<file path="src/rtl/stop_watch_bcd_n.sv">
// N-digit BCD stopwatch: up/down cascade on a DVSR-clock time base,
// with preset load, lap freeze and wrap/saturate end-of-range handling.
module stop_watch_bcd_n #(
    parameter int DVSR   = 5000000,
    parameter int DVSR_W = 23,
    parameter int DIGITS = 3,
    parameter int WRAP   = 1
) (
    input  logic                  clk,
    input  logic                  reset,
    input  logic                  go,
    input  logic                  clr,
    input  logic                  up,
    input  logic                  load,
    input  logic [4*DIGITS-1:0]   load_val,
    input  logic                  lap,
    output logic [4*DIGITS-1:0]   count,
    output logic [4*DIGITS-1:0]   disp,
    output logic                  tick,
    output logic                  wrapped,
    output logic                  done
);

    localparam logic [DVSR_W-1:0] DIV_MAX = DVSR_W'(DVSR - 1);

    logic [DVSR_W-1:0]   div;
    logic [4*DIGITS-1:0] count_next;
    logic [4*DIGITS-1:0] load_clamped;
    logic [4*DIGITS-1:0] lap_reg;
    logic                end_range;
    logic                lap_q;
    logic                freeze;

    assign tick = go && (div == DIV_MAX);
    assign disp = freeze ? lap_reg : count;

    always_ff @(posedge clk or posedge reset) begin
        if (reset) begin
            div <= '0;
        end else if (clr) begin
            div <= '0;
        end else if (go) begin
            div <= (div == DIV_MAX) ? '0 : div + DVSR_W'(1);
        end
    end

    always_comb begin
        for (int k = 0; k < DIGITS; k++) begin
            load_clamped[4*k +: 4] = (load_val[4*k +: 4] > 4'd9) ? 4'd9 : load_val[4*k +: 4];
        end
    end

    // Ripple a borrow/carry from the LSD; a carry out of the MSD marks end of range
    always_comb begin
        logic carry;
        logic [3:0] d;
        count_next = count;
        carry = 1'b1;
        for (int k = 0; k < DIGITS; k++) begin
            d = count[4*k +: 4];
            if (up) begin
                if (carry) count_next[4*k +: 4] = (d == 4'd9) ? 4'd0 : d + 4'd1;
                carry = carry && (d == 4'd9);
            end else begin
                if (carry) count_next[4*k +: 4] = (d == 4'd0) ? 4'd9 : d - 4'd1;
                carry = carry && (d == 4'd0);
            end
        end
        end_range = carry;
    end

    always_ff @(posedge clk or posedge reset) begin
        if (reset) begin
            count   <= '0;
            done    <= 1'b0;
            wrapped <= 1'b0;
        end else begin
            wrapped <= 1'b0;
            if (clr) begin
                count <= '0;
                done  <= 1'b0;
            end else if (load) begin
                count <= load_clamped;
                done  <= 1'b0;
            end else if (tick && !done) begin
                if (end_range && WRAP == 0) begin
                    done <= 1'b1;
                end else begin
                    count   <= count_next;
                    wrapped <= end_range;
                end
            end
        end
    end

    always_ff @(posedge clk or posedge reset) begin
        if (reset) begin
            lap_q   <= 1'b0;
            freeze  <= 1'b0;
            lap_reg <= '0;
        end else begin
            lap_q <= lap;
            if (clr) begin
                freeze <= 1'b0;
            end else if (lap && !lap_q) begin
                freeze <= !freeze;
                if (!freeze) lap_reg <= count;
            end
        end
    end

endmodule

</file>
<file path="config.mk">
export PLATFORM = sky130hd
export DESIGN_NAME = stop_watch_bcd_n
export DESIGN_NICKNAME = d
export VERILOG_FILES = /design/src/rtl/stop_watch_bcd_n.sv
export SDC_FILE = /design/constraint.sdc
export NUM_CORES = 1
export LEC_CHECK = 0
export CORE_ASPECT_RATIO = 0.7
export CORE_UTILIZATION = 51
export DETAILED_ROUTE_END_ITERATION = 10
export GPL_ROUTABILITY_DRIVEN = 0
export PLACE_DENSITY = 0.77
export SLEW_MARGIN = 40
export SYNTH_ARGS = -nofsm -noshare
export SYNTH_HDL_FRONTEND = slang
export SYNTH_SLANG_ARGS = --single-unit
</file>
<file path="constraint.sdc">
create_clock -name clk -period 2.1 [get_ports clk]
set_clock_uncertainty 0.15 [all_clocks]
set_input_delay 0.42 -clock clk [delete_from_list [all_inputs] [get_ports clk]]
set_output_delay 0.42 -clock clk [all_outputs]
set_load 0.005 [all_outputs]
</file>
# Word-level counts from Yosys, hierarchy flattened
# Index checks and enable logic that the tools add are counted.
[totals] reg_bits=51 in_bits=19 output_inout_bits=27 wordCells=79
[op_classes] n_addsub=7 n_lt_le_gt_ge=3 n_eq_ne=4 mux=33 bitwise_logic=1 reduce_logical=22
[op_table] cell="23-bit two-way mux" n=3
[op_table] cell="4-bit two-way mux" n=16
[op_table] cell="12-bit two-way mux" n=4
[op_table] cell="23-bit by 1-bit adder with 23-bit output (second input constant)" n=1
[op_table] cell="23-bit equality test (second input constant)" n=1
[op_table] cell="4-bit by 1-bit adder with 4-bit output (second input constant)" n=3
[op_table] cell="4-bit equality test (second input constant)" n=3
[op_table] cell="4-bit > comparator (second input constant)" n=3
[op_table] cell="4-bit logical NOT" n=3
[op_table] cell="4-bit by 1-bit subtractor with 4-bit output (second input constant)" n=3
[op_table] cell="1-bit two-way mux" n=10
[op_table] cell="3-bit nonzero test" n=3
[op_table] cell="1-bit logical AND" n=7
[op_table] cell="2-bit AND reduction" n=3
[op_table] cell="2-bit nonzero test" n=3
[op_table] cell="1-bit logical NOT" n=3
[op_table] cell="1-bit NOT" n=1

# Longest topological paths before layout
[logic_depth] depth_word=9 mapped_depth=8 depth_no_buf=7

# Least setup slack after synthesis
# OpenSTA, ideal clock, no wires.
[synth_path] kind="register to register" from="register div[12]" to="register count[0]" setup_ns=0.119 arrival_time_ns=1.962 required_ns=1.831 path_slack_ns=-0.131 path_stages_with_launch=7 n_path_buf=1 period_less_slack_ns=2.231 cell_sequence="dfrtp_1 > buf_6 > or4b_4 > nor3_2 > and3_2 > mux2_2 > o21a_1"
[synth_via] elab_chain_len=4
[synth_lines] item="start, declared" line_no="26" source="logic [DVSR_W-1:0] div;"
[synth_lines] item="start signal, assigned" line_no="43" source="div <= (div == DIV_MAX) ? '0 : div + DVSR_W'(1);"
[synth_lines] item="23-bit equality test" line_no="34" source="assign tick = go && (div == DIV_MAX);"
[synth_lines] item="1-bit logical AND" line_no="34"
[synth_lines] item="1-bit logical AND" line_no="85" source="end else if (tick && !done) begin"
[synth_lines] item="3-bit nonzero test (no line)"
[synth_lines] item="end signal, assigned" line_no="83" source="count <= load_clamped;"
[synth_lines] item="end signal, assigned" line_no="89" source="count <= count_next;"
[synth_lines] item="end, declared" line_no="17" source="output logic [4*DIGITS-1:0] count,"
# No other way between the ends.
# A chain may end at the register's enable or synchronous reset.

# Worst setup path in the final report
[layout_path] from="register div[16]" to="output port tick"
[layout_via] elab_chain_len=2
[layout_lines] item="23-bit equality test" line_no="34"
[layout_lines] item="1-bit logical AND" line_no="34"
[layout_lines] item="end, declared" line_no="19" source="output logic tick,"
# No other way between the ends.

==> flow_metrics.py <==
metrics = {
    "drt": {
        "dr.pass1.iters": 7,
        "wl_per_cell_um": 20.5,
        "final_antenna_net_count": 0,
        "wl_um": 13000,
        "via_count": 4128,
        "drcViolationCount": 0,
        "drtIter0Drc": 398,
        "viasPerCell": 6.52,
    },
    "critical_path": {
        "critical-path-top-delay-family": "simple AND/OR/NAND/NOR gates",
        "startpoint": "div[16]",
        "cp.required_ns": 1.53,
        "critPathCapture": "tick",
        "critPathBufInv": 1,
        "crit_fanout": 2,
        "cp_data_arrival_time_ns": 1.86,
        "path_class": "reg -> out",
        "slowest_stage": "or4bb_4",
        "reg2reg_depth": 7,
        "crit_chain": "or4bb_4, nor4_4, and2_1, buf_2",
        "r2r_start": "div[12]",
        "startpoint_type": "register",
        "cpPeakStageDelay_ns": 0.55,
        "cp.depth": 4,
        "r2r_slack_ns": -0.31,
        "end_kind": "primary output",
        "timing.rr.end": "div[11]",
    },
    "status": {
        "status": "finished, violations left",
        "violations": "negative setup slack",
    },
    "synth": {
        "synthesis.area_mm2": 0.00356,
        "synth_top_area_share_pct": 35.1,
        "syn_inst": 405,
        "ys_ff_latch": 50,
        "synthArstFlopShare_pct": 100,
        "ys_types": 70,
        "synthFlopType": "dfrtp_1",
        "synth_nets": 436,
        "seq_area_frac_synth_pct": 35.1,
        "netlist_top_cells_area": "dfrtp_1, mux2_2, o21ai_0",
        "yosysTopAreaCell": "dfrtp_1",
        "yosys_warnings": 0,
        "synth_edf_count": 0,
        "syn_area_per_cell_um2": 8.80,
    },
    "placement": {
        "dp.cells": 606,
        "post-dp-hpwl_um": 7950,
        "port_buffers": 44,
    },
    "floorplan": {
        "die_x_um": 102,
        "rows": 25,
        "core_mm2": 0.00676,
        "pin_count": 46,
        "initial_core_util_pct": 52.7,
        "fp.dieH_um": 71.9,
        "die-area_mm2": 0.00733,
    },
    "clocking": {
        "cts_root_buf": "clkbuf_8",
        "cts_buffer_depth": 2,
        "cts_num_sinks": 50,
        "htree_num_levels": 2,
        "worstSkewPairLatency_ns": 0.31,
        "cts_hold_buf": 0,
        "cts_tree": "done",
        "cts_made_buffers": 5,
        "clk_pin_slew_ns": 0.10,
    },
    "worst_hold_path": {
        "hold_path_class": "in -> async",
    },
    "cells_and_area": {
        "antenna_cells": 0,
        "largest_reg_flops": 23,
        "final_core_util_pct": 78.7,
        "fin_cells": 633,
        "fin_nets": 569,
        "drive_above_1_share_pct": 39.3,
        "syn2layout_area_growth_pct": 49.2,
    },
    "power_and_ir_drop": {
        "vdd_ir_drop_max_uv": 310,
        "power_density_mw_per_mm2": 454,
        "leakage_nw": 2.33,
        "power_mw": 2.42,
    },
    "timing": {
        "rsz0062_at_grt": "yes",
        "max_freq_mhz": 411,
        "tightest_slew_ns": 0.563,
        "min_period_over_period_pct": 116,
        "hold_viol": 0,
        "finalWorstSetupSlack_ns": -0.331,
        "fin_crit_ns": 2.43,
        "max_slew_margin_pct": 62.1,
        "maxSlewViolCount": 0,
        "setup_viol": 34,
    },
    "grt": {
        "grt_pass1_vias": 3676,
        "grt_max_degree": 51,
        "grt_util_all_layers_pct": 33.8,
        "grt_pass1_wl_um": 19000,
        "antenna_found_initial": 0,
        "grt-ovfl-total": 0,
    },
    "run": {
        "cap_violations": 0,
    },
}
area by class of cell:
| class | count | area [µm²] |
|---|---|---|
| clock buffers | 5 | 68.8 |
| clock inverters | 3 | 40.0 |
| fillers | 425 | 1440 |
| inverters | 23 | 86.3 |
| multi-input cells | 307 | 2380 |
| flip-flops and latches | 50 | 1260 |
| well taps | 94 | 118 |
| repair buffers | 151 | 1360 |
how the worst min path moves through the flow:
stage                      from     endpoint  cells after the start
finish                    reset     count[0]                      3
global route              reset     count[0]                      3
CTS                       reset       div[1]                      3
detailed placement  lap_reg[11]  lap_reg[11]                      1
global placement     lap_reg[3]   lap_reg[3]                      1
floorplan                   lap        lap_q                      0
layout by cell type (no fill, tap or decap), types with 5 or more instances in the layout:
master,count
o21ai_0,12
nor2b_1,6
dfrtp_2,5
o21ai_2,13
dfrtp_1,45
inv_1,20
nand4_1,14
o21ai_1,11
clkdlybuf4s15_1,5
a21oi_1,13
clkdlybuf4s50_1,30
mux2_2,15
nor3_1,12
ha_1,9
buf_6,18
nand2b_1,6
nand3_1,10
buf_4,84
clkbuf_8,5
and3_1,8
nor2_1,18
nand2_1,36
per-layer routing:
metal  share of wire (%)  up-vias  GRT usage, %  wire, µm
li1                    -     1765             -         -
met1                  41     1982          48.9      5270
met2                  45      305          51.5      5820
met3                  10       76          6.65      1350
met4                 4.2        0          10.2       543
met5                   0        -             0         0
where the power goes:
group	internal [mW]	switching [mW]	total, mW
Clock	0.352	0.353	0.705
Combinational	0.328	0.320	0.649
Sequential	1.02	0.0436	1.06
Total	1.70	0.717	2.42
Yosys cell counts, types with 6 or more instances:
| cell type | count |
|---|---|
| dfrtp_1 | 50 |
| nand2_1 | 38 |
| o21ai_0 | 35 |
| inv_1 | 23 |
| nor2_1 | 23 |
| mux2_2 | 18 |
| clkbuf_1 | 16 |
| a21oi_1 | 14 |
| nand4_1 | 14 |
| nor3_1 | 13 |
| ha_1 | 12 |
| nand3_1 | 11 |
| and3_1 | 8 |
| a32o_1 | 6 |
| nand2b_1 | 6 |
| nor2b_1 | 6 |
what timing repair did:
item	4_1_cts	5_1_grt
pin swaps	10	36
setup endpoints to repair	39	40
cloned	2	0
buffers inserted	6	13
gates resized for setup	68	74
per-stage QoR:
stage,TNS (ns),worst slack [ns],hold WS [ns],area [µm²]
6_report,-6.37,-0.331,0.315,5320
5_1_grt,-7.38,-0.364,0.344,5320
4_1_cts,-2.93,-0.319,0.328,5040
3_5_place_dp,-6.19,-0.426,0.345,4750
3_3_place_gp,-5.39,-0.373,0.333,4750
2_1_floorplan,-0.0219,-0.0219,0.301,3600
worst register-to-register path: cells and delay by family, from the launching register on:
kind	cells	cell delay, ns
and+or+nand+nor	3	1.08
DFF	1	0.41
AOI/OAI and AO/OA	2	0.36
buffers and inverters	2	0.30
cells by family (layout without fill, tap and decap cells):
| logic type | Yosys count | after routing | share of synthesized area [%] |
|---|---|---|---|
| buffers and inverters | 48 | 182 | 5.69 |
| flip-flops | 50 | 50 | 35.1 |
| adder cells (fa/ha/maj) | 12 | 12 | 4.21 |
| AO/OA/AOI/OAI | 98 | 98 | 18.3 |
| AND/OR/NAND/NOR | 164 | 164 | 26.4 |
| XOR/XNOR | 7 | 7 | 1.72 |
| other | 1 | 1 | 0.105 |
| multiplexers | 25 | 25 | 8.39 |
Power figures use the tool's default switching activity.
